**config.mk**
```make
export PLATFORM = sky130hd
export DESIGN_NAME = tbox_game_ctrl_flat
export DESIGN_NICKNAME = d
export VERILOG_FILES = /design/src/rtl/tbox_game_ctrl_if.sv /design/src/rtl/tbox_game_ctrl.sv /design/src/flat_wrapper.sv
export SDC_FILE = /design/constraint.sdc
export NUM_CORES = 1
export LEC_CHECK = 0
export CORE_MARGIN = 2
export CORE_UTILIZATION = 43
export DETAILED_ROUTE_END_ITERATION = 8
export HOLD_SLACK_MARGIN = 0.02
export PLACE_DENSITY = 0.81
export SETUP_SLACK_MARGIN = 0.15
export SLEW_MARGIN = 15
export SYNTH_ARGS = -nofsm -noshare
export SYNTH_HDL_FRONTEND = slang
export SYNTH_SLANG_ARGS = --single-unit
```
**constraint.sdc**
```tcl
create_clock -name clk -period 3.14 [get_ports clk]
set_input_delay 0.942 -clock clk [delete_from_list [all_inputs] [get_ports clk]]
set_output_delay 0.942 -clock clk [all_outputs]
set_load 0.05 [all_outputs]
```
**src/rtl/tbox_game_ctrl_if.sv**
```systemverilog
// rtl/tbox_game_ctrl_if.sv - player request/response and board strobe bundle for tbox_game_ctrl
interface tbox_game_ctrl_if;
    logic       new_game;
    logic       p1_req;
    logic [1:0] p1_row;
    logic [1:0] p1_col;
    logic       p2_req;
    logic [1:0] p2_row;
    logic [1:0] p2_col;
    logic       p1_ack;
    logic       p1_nak;
    logic       p2_ack;
    logic       p2_nak;
    logic [8:0] brd_valid;
    logic [1:0] brd_state;
    logic       brd_set;
    logic       brd_reset;
    logic [1:0] brd_row;
    logic [1:0] brd_col;
    logic       turn;
    logic       busy;
    logic       game_over;
    logic [1:0] winner;
    logic [3:0] move_count;

    modport master (
        output new_game, p1_req, p1_row, p1_col, p2_req, p2_row, p2_col, brd_valid, brd_state,
        input  p1_ack, p1_nak, p2_ack, p2_nak, brd_set, brd_reset, brd_row, brd_col,
               turn, busy, game_over, winner, move_count
    );

    modport slave (
        input  new_game, p1_req, p1_row, p1_col, p2_req, p2_row, p2_col, brd_valid, brd_state,
        output p1_ack, p1_nak, p2_ack, p2_nak, brd_set, brd_reset, brd_row, brd_col,
               turn, busy, game_over, winner, move_count
    );
endinterface

```
**src/rtl/tbox_game_ctrl.sv**
```systemverilog
// rtl/tbox_game_ctrl.sv - turn sequencer and move arbiter in front of the TBox board
// Optional move forfeit timer enabled by defining TBOX_CTRL_MOVE_TIMEOUT_EN.
module tbox_game_ctrl #(
    parameter int SETTLE_CYCLES  = 2,
    parameter int TIMEOUT_CYCLES = 1024
) (
    input  logic              clk,
    input  logic              reset,
    tbox_game_ctrl_if.slave   bus
);
    localparam int SW = (SETTLE_CYCLES > 1) ? $clog2(SETTLE_CYCLES) : 1;

    typedef enum logic [2:0] {S_CLEAR, S_WAIT_MOVE, S_ISSUE, S_SETTLE, S_OVER} state_t;

    state_t        state_q, state_d;
    logic          clr_cnt_q, clr_cnt_d;
    logic [SW-1:0] settle_cnt_q, settle_cnt_d;
    logic          turn_q, turn_d;
    logic [3:0]    move_count_q, move_count_d;
    logic [1:0]    winner_q, winner_d;
    logic          game_over_q, game_over_d;
    logic [1:0]    brd_row_q, brd_row_d;
    logic [1:0]    brd_col_q, brd_col_d;
    logic          p1_ack_q, p1_ack_d, p1_nak_q, p1_nak_d;
    logic          p2_ack_q, p2_ack_d, p2_nak_q, p2_nak_d;
    logic          p1_seen_q, p1_seen_d, p2_seen_q, p2_seen_d;
`ifdef TBOX_CTRL_MOVE_TIMEOUT_EN
    logic [15:0]   to_cnt_q, to_cnt_d;
`endif

    logic          p1_new, p2_new, on_new, off_new, legal;
    logic [1:0]    on_row, on_col;
    logic [3:0]    cell_idx;
    logic [15:0]   valid_ext;

    // A request is only considered once per raise; seen clears when req drops.
    assign p1_new    = bus.p1_req && !p1_seen_q;
    assign p2_new    = bus.p2_req && !p2_seen_q;
    assign on_new    = turn_q ? p2_new : p1_new;
    assign off_new   = turn_q ? p1_new : p2_new;
    assign on_row    = turn_q ? bus.p2_row : bus.p1_row;
    assign on_col    = turn_q ? bus.p2_col : bus.p1_col;
    assign cell_idx  = ({2'b00, on_row} * 4'd3) + {2'b00, on_col} - 4'd4;
    assign valid_ext = {7'd0, bus.brd_valid};
    assign legal     = (on_row != 2'd0) && (on_col != 2'd0) && !valid_ext[cell_idx];

    always_comb begin
        state_d      = state_q;
        clr_cnt_d    = 1'b0;
        settle_cnt_d = '0;
        turn_d       = turn_q;
        move_count_d = move_count_q;
        winner_d     = winner_q;
        game_over_d  = game_over_q;
        brd_row_d    = brd_row_q;
        brd_col_d    = brd_col_q;
        p1_ack_d     = 1'b0;
        p1_nak_d     = 1'b0;
        p2_ack_d     = 1'b0;
        p2_nak_d     = 1'b0;
        p1_seen_d    = p1_seen_q && bus.p1_req;
        p2_seen_d    = p2_seen_q && bus.p2_req;

        case (state_q)
            S_CLEAR: begin
                turn_d       = 1'b0;
                move_count_d = 4'd0;
                winner_d     = 2'b00;
                game_over_d  = 1'b0;
                if (clr_cnt_q) begin
                    state_d = S_WAIT_MOVE;
                end else begin
                    clr_cnt_d = 1'b1;
                end
            end
            S_WAIT_MOVE: begin
                if (off_new) begin
                    if (turn_q) begin
                        p1_nak_d  = 1'b1;
                        p1_seen_d = 1'b1;
                    end else begin
                        p2_nak_d  = 1'b1;
                        p2_seen_d = 1'b1;
                    end
                end
                if (on_new) begin
                    if (turn_q) begin
                        p2_seen_d = 1'b1;
                        p2_ack_d  = legal;
                        p2_nak_d  = !legal;
                    end else begin
                        p1_seen_d = 1'b1;
                        p1_ack_d  = legal;
                        p1_nak_d  = !legal;
                    end
                    if (legal) begin
                        brd_row_d    = on_row;
                        brd_col_d    = on_col;
                        move_count_d = move_count_q + 4'd1;
                        state_d      = S_ISSUE;
                    end
                end
`ifdef TBOX_CTRL_MOVE_TIMEOUT_EN
                // The player on turn forfeits; the opponent is credited.
                if (state_d == S_WAIT_MOVE && to_cnt_q == 16'(TIMEOUT_CYCLES - 1)) begin
                    winner_d    = turn_q ? 2'b01 : 2'b10;
                    game_over_d = 1'b1;
                    state_d     = S_OVER;
                end
`endif
            end
            S_ISSUE: begin
                state_d = S_SETTLE;
            end
            S_SETTLE: begin
                if (settle_cnt_q == SW'(SETTLE_CYCLES - 1)) begin
                    if (bus.brd_state != 2'b00) begin
                        winner_d    = bus.brd_state;
                        game_over_d = 1'b1;
                        state_d     = S_OVER;
                    end else if (move_count_q == 4'd9) begin
                        winner_d    = 2'b11;
                        game_over_d = 1'b1;
                        state_d     = S_OVER;
                    end else begin
                        turn_d  = !turn_q;
                        state_d = S_WAIT_MOVE;
                    end
                end else begin
                    settle_cnt_d = settle_cnt_q + 1'b1;
                end
            end
            S_OVER: begin
                if (p1_new) begin
                    p1_nak_d  = 1'b1;
                    p1_seen_d = 1'b1;
                end
                if (p2_new) begin
                    p2_nak_d  = 1'b1;
                    p2_seen_d = 1'b1;
                end
            end
            default: state_d = S_CLEAR;
        endcase

`ifdef TBOX_CTRL_MOVE_TIMEOUT_EN
        to_cnt_d = (state_q == S_WAIT_MOVE) ? to_cnt_q + 16'd1 : 16'd0;
`endif

        // new_game drops any in-flight move and any response pending this cycle.
        if (bus.new_game && state_q != S_CLEAR) begin
            state_d      = S_CLEAR;
            settle_cnt_d = '0;
            turn_d       = 1'b0;
            move_count_d = 4'd0;
            winner_d     = 2'b00;
            game_over_d  = 1'b0;
            p1_ack_d     = 1'b0;
            p1_nak_d     = 1'b0;
            p2_ack_d     = 1'b0;
            p2_nak_d     = 1'b0;
            p1_seen_d    = p1_seen_q && bus.p1_req;
            p2_seen_d    = p2_seen_q && bus.p2_req;
        end
    end

    always_ff @(posedge clk or negedge reset) begin
        if (!reset) begin
            state_q      <= S_CLEAR;
            clr_cnt_q    <= 1'b0;
            settle_cnt_q <= '0;
            turn_q       <= 1'b0;
            move_count_q <= 4'd0;
            winner_q     <= 2'b00;
            game_over_q  <= 1'b0;
            brd_row_q    <= 2'd0;
            brd_col_q    <= 2'd0;
            p1_ack_q     <= 1'b0;
            p1_nak_q     <= 1'b0;
            p2_ack_q     <= 1'b0;
            p2_nak_q     <= 1'b0;
            p1_seen_q    <= 1'b0;
            p2_seen_q    <= 1'b0;
`ifdef TBOX_CTRL_MOVE_TIMEOUT_EN
            to_cnt_q     <= 16'd0;
`endif
        end else begin
            state_q      <= state_d;
            clr_cnt_q    <= clr_cnt_d;
            settle_cnt_q <= settle_cnt_d;
            turn_q       <= turn_d;
            move_count_q <= move_count_d;
            winner_q     <= winner_d;
            game_over_q  <= game_over_d;
            brd_row_q    <= brd_row_d;
            brd_col_q    <= brd_col_d;
            p1_ack_q     <= p1_ack_d;
            p1_nak_q     <= p1_nak_d;
            p2_ack_q     <= p2_ack_d;
            p2_nak_q     <= p2_nak_d;
            p1_seen_q    <= p1_seen_d;
            p2_seen_q    <= p2_seen_d;
`ifdef TBOX_CTRL_MOVE_TIMEOUT_EN
            to_cnt_q     <= to_cnt_d;
`endif
        end
    end

    assign bus.brd_set    = (state_q == S_ISSUE);
    assign bus.brd_reset  = (state_q == S_CLEAR);
    assign bus.busy       = (state_q != S_WAIT_MOVE);
    assign bus.brd_row    = brd_row_q;
    assign bus.brd_col    = brd_col_q;
    assign bus.turn       = turn_q;
    assign bus.game_over  = game_over_q;
    assign bus.winner     = winner_q;
    assign bus.move_count = move_count_q;
    assign bus.p1_ack     = p1_ack_q;
    assign bus.p1_nak     = p1_nak_q;
    assign bus.p2_ack     = p2_ack_q;
    assign bus.p2_nak     = p2_nak_q;
endmodule

```
**src/flat_wrapper.sv**
```systemverilog
// flat-port wrapper written by rule: the top's interface ports become plain ports
module tbox_game_ctrl_flat 
#(
    parameter int SETTLE_CYCLES  = 2,
    parameter int TIMEOUT_CYCLES = 1024
)
  (clk, reset, bus_new_game, bus_p1_req, bus_p1_row, bus_p1_col, bus_p2_req, bus_p2_row, bus_p2_col, bus_brd_valid, bus_brd_state, bus_p1_ack, bus_p1_nak, bus_p2_ack, bus_p2_nak, bus_brd_set, bus_brd_reset, bus_brd_row, bus_brd_col, bus_turn, bus_busy, bus_game_over, bus_winner, bus_move_count);
  tbox_game_ctrl_if bus_i ();
  input  logic clk;
  input  logic reset;
  input wire logic [$bits(bus_i.new_game)-1:0] bus_new_game;
  input wire logic [$bits(bus_i.p1_req)-1:0] bus_p1_req;
  input wire logic [$bits(bus_i.p1_row)-1:0] bus_p1_row;
  input wire logic [$bits(bus_i.p1_col)-1:0] bus_p1_col;
  input wire logic [$bits(bus_i.p2_req)-1:0] bus_p2_req;
  input wire logic [$bits(bus_i.p2_row)-1:0] bus_p2_row;
  input wire logic [$bits(bus_i.p2_col)-1:0] bus_p2_col;
  input wire logic [$bits(bus_i.brd_valid)-1:0] bus_brd_valid;
  input wire logic [$bits(bus_i.brd_state)-1:0] bus_brd_state;
  output wire logic [$bits(bus_i.p1_ack)-1:0] bus_p1_ack;
  output wire logic [$bits(bus_i.p1_nak)-1:0] bus_p1_nak;
  output wire logic [$bits(bus_i.p2_ack)-1:0] bus_p2_ack;
  output wire logic [$bits(bus_i.p2_nak)-1:0] bus_p2_nak;
  output wire logic [$bits(bus_i.brd_set)-1:0] bus_brd_set;
  output wire logic [$bits(bus_i.brd_reset)-1:0] bus_brd_reset;
  output wire logic [$bits(bus_i.brd_row)-1:0] bus_brd_row;
  output wire logic [$bits(bus_i.brd_col)-1:0] bus_brd_col;
  output wire logic [$bits(bus_i.turn)-1:0] bus_turn;
  output wire logic [$bits(bus_i.busy)-1:0] bus_busy;
  output wire logic [$bits(bus_i.game_over)-1:0] bus_game_over;
  output wire logic [$bits(bus_i.winner)-1:0] bus_winner;
  output wire logic [$bits(bus_i.move_count)-1:0] bus_move_count;
  assign bus_i.new_game = bus_new_game;
  assign bus_i.p1_req = bus_p1_req;
  assign bus_i.p1_row = bus_p1_row;
  assign bus_i.p1_col = bus_p1_col;
  assign bus_i.p2_req = bus_p2_req;
  assign bus_i.p2_row = bus_p2_row;
  assign bus_i.p2_col = bus_p2_col;
  assign bus_i.brd_valid = bus_brd_valid;
  assign bus_i.brd_state = bus_brd_state;
  assign bus_p1_ack = bus_i.p1_ack;
  assign bus_p1_nak = bus_i.p1_nak;
  assign bus_p2_ack = bus_i.p2_ack;
  assign bus_p2_nak = bus_i.p2_nak;
  assign bus_brd_set = bus_i.brd_set;
  assign bus_brd_reset = bus_i.brd_reset;
  assign bus_brd_row = bus_i.brd_row;
  assign bus_brd_col = bus_i.brd_col;
  assign bus_turn = bus_i.turn;
  assign bus_busy = bus_i.busy;
  assign bus_game_over = bus_i.game_over;
  assign bus_winner = bus_i.winner;
  assign bus_move_count = bus_i.move_count;
  tbox_game_ctrl #(.SETTLE_CYCLES(SETTLE_CYCLES), .TIMEOUT_CYCLES(TIMEOUT_CYCLES)) u_core (.clk(clk), .reset(reset), .bus(bus_i));
endmodule
```
==> out/summary.txt <==
status -> complete, but fails checks
failing checks -> negative setup slack
warnings from Yosys -> 0
RSZ-0062 raised after global routing -> yes
most frequent cells in the layout -> 32 x clkdlybuf4s50_1, 28 x buf_4, 22 x dfrtp_1, 12 x nor2_1, 11 x nand2_1
Hold Path Class -> reg -> reg
per-cell routed wire length -> 16.86 um
Final Max Tran Viols -> 0
syn nets -> 181
Worst EP required -> 3.38 ns
Peak Freq -> 292.2 MHz
Setup WS post-layout -> -0.2820 ns
drt drc -> 0
post-synthesis sequential area ratio -> 0.3879
CTS tree -> built
largest net degree at the start of global routing -> 24
TritonRoute pass-1 iters -> 4
Chip Width -> 62.75 um
slowest stage cell on the critical path -> o21ai_0
Via Count -> 1464
Layout Utilization -> 0.6918
root buf cell -> clkbuf_4
die area -> 3937 um2
Layout Nets -> 253
layout cells sized above 1 -> 0.3258
worst slack, placed -> -0.9255 ns
WL met3 -> 267 um
clock skew -> 0.008637 ns
flop2flop setup slack -> -0.18 ns
Num CTS Buffers -> 3
Top Metal Used -> met4
clock buffer depth -> 2
Crit Path Category -> in -> reg
Slew @ Worst Pin -> 0.6727 ns
Netlist Area Pre-Place -> 1484 um2
DP HPWL -> 2.806 mm
maximum vdd drop -> 247.3 uV
register bit count reported by yosys -> 23
drt initial violations -> 102
Die Height -> 62.75 um
crit path time final -> 3.422 ns
Post-Synthesis Cells -> 150
Worst-path clk slew -> 0.13 ns
Critical Path AT -> 3.66 ns
Synth top area share -> 0.3879
Setup violations, final -> 14
antenna-violating nets left -> 0
initial core utilization -> 0.4447
Hold WS -> 0.4459 ns
gr usage total -> 0.2342
I/O Buffers -> 42
Avg Cell Area, Syn -> 9.893 um2
Fin. Hold Viols -> 0
FILL cells -> 240
Site Rows -> 21
setup TNS -> -2.792 ns
H-tree depth -> 1
LEAKAGE -> 1.044 nW
Slew HR -> 0.5468
CP endpoint kind -> register
period utilization -> 1.090
drt total wl -> 4.501 mm
Remaining Overflow, GRT -> 0
worst path cell trace -> buf_6 > mux2_4 > fa_1 > ha_2 > fa_2 > nor2_4 > nand3b_1 > o21ai_0 > nor4_4 > nor3b_2
initial antenna violation count -> 0
CTS Sinks -> 23
overall power -> 0.001222 W
Post-Route M1 WL -> 1.723 mm
Core Region -> 3337 um2
Diodes inserted -> 0
vias in the first global route -> 1494
pwr/cell area -> 529.5 nW/um2
routed wl met2 -> 2.366 mm
Vias per Instance -> 5.483
Final Wtd Congestion -> 0.8146
largest stage delay on the critical path -> 0.56 ns
count of cell types in the netlist -> 38
Clock Latency Late Sink -> 0.32 ns
Area Growth Syn to Fin -> 55.56%
max-cap viol count -> 0
first-pass GRT wire length -> 7.169 mm
IO Count -> 43
crit-path max FO -> 4
Startpoint Class -> input pin
commonest non-fill, non-tap cell in the layout -> clkdlybuf4s50_1
largest area contributor in the netlist -> dfrtp_1
ranking of synthesized cells by area -> dfrtp_1 39%, mux2_2 5.3%, ha_1 4.2%
-- sequential cells by signal, summed over array words and instances, names as in the netlist, 2 cells and up --
signal	cells
u_core.bus.move_count	4
u_core.state_q	3
u_core.bus.brd_row	2
u_core.bus.brd_col	2
u_core.bus.winner	2
-- area by class of cell --
cell class,count,area [um2],share of cell area
Tap cell,46,57.56,0.02493
Sequential cell,23,576.8,0.2499
Clock buffer,3,22.52,0.009756
Inverter,8,30.03,0.01301
Timing Repair Buffer,75,676.9,0.2932
Clock inverter,1,5.005,0.002168
Multi-Input combinational cell,111,939.7,0.4070
-- stage by stage --
step | cells | cell area [um2]
after detailed placement | 243 | 2067
after CTS | 265 | 2276
final | 267 | 2308
after global placement | 243 | 2067
after global routing | 267 | 2308
after floorplan | 150 | 1526
-- layer usage --
layer	GRT usage	up-vias
li1	-	685
met1	0.2671	697
met2	0.4247	70
met3	0.04685	12
met4	0.09722	0
met5	0	-
-- report_power, final --
part	switching, W	internal (W)	leakage (nW)
registers	0.0000575	0.000348	0.306
logic	0.000385	0.000287	0.720
clock network	0.0000969	0.0000477	0.0177
total	0.000539	0.000683	1.04
-- cells in the mapped netlist --
cell type / number
dfrtp_1: 23
clkbuf_1: 5
nor4_1: 5
nand3_1: 5
a31oi_1: 2
o31a_1: 1
or3_1: 1
fa_1: 2
a211oi_1: 1
o311ai_4: 2
inv_1: 8
nor2_1: 13
a22o_1: 2
xnor2_1: 2
nand2b_1: 3
nand2_1: 11
mux2i_2: 1
mux2_2: 7
buf_2: 1
buf_6: 2
a21oi_1: 5
nor3b_1: 1
o211ai_2: 3
o21bai_1: 1
nor3_4: 1
nand4b_1: 1
and4_4: 1
o21ai_0: 7
a22oi_1: 1
nand3b_1: 4
or2_1: 1
nor2b_1: 1
ha_1: 5
o21a_1: 3
a21o_1: 1
mux2i_1: 5
o211ai_1: 4
nor3_1: 8
-- critical path, delay by kind of cell --
family / cells / cell delay, ns
adder cells (fa/ha/maj): 3 / 1.21
multiplexers: 1 / 0.28
AND/OR/NAND/NOR: 4 / 0.57
AO/OA/AOI/OAI: 1 / 0.56
buffers and inverters: 1 / 0.09
-- path summary, 6_finish.rpt --
kind,from,to,cells after the start
worst max-delay path,bus_p1_col[1],u_core.bus.p1_nak$_DFF_PN0_,10
worst min-delay path,u_core.clr_cnt_q$_DFF_PN0_,u_core.clr_cnt_q$_DFF_PN0_,1
worst max register to register,u_core.bus.turn$_DFFE_PN0P_,u_core.bus.brd_row[1]$_DFFE_PN0P_,20
worst min register to register,u_core.clr_cnt_q$_DFF_PN0_,u_core.clr_cnt_q$_DFF_PN0_,1
min in group asynchronous,reset,u_core.bus.brd_row[0]$_DFFE_PN0P_,2
max in group asynchronous,reset,u_core.bus.turn$_DFFE_PN0P_,2
-- timing repair --
item,CTS,global route
gates resized for setup,38,9
buffers inserted,18,2
endpoints found under the setup margin,16,14
hold buffers,0,0
pin swaps,11,7
gates cloned,0,0
-- cell families after synthesis --
family / share of synthesized area
compound gates: 0.1830
fa+ha+maj: 0.06914
simple gates: 0.2007
buf+inv: 0.05143
xor+xnor: 0.01181
mux: 0.09612
flops: 0.3879
Power figures use the tool's default switching activity.
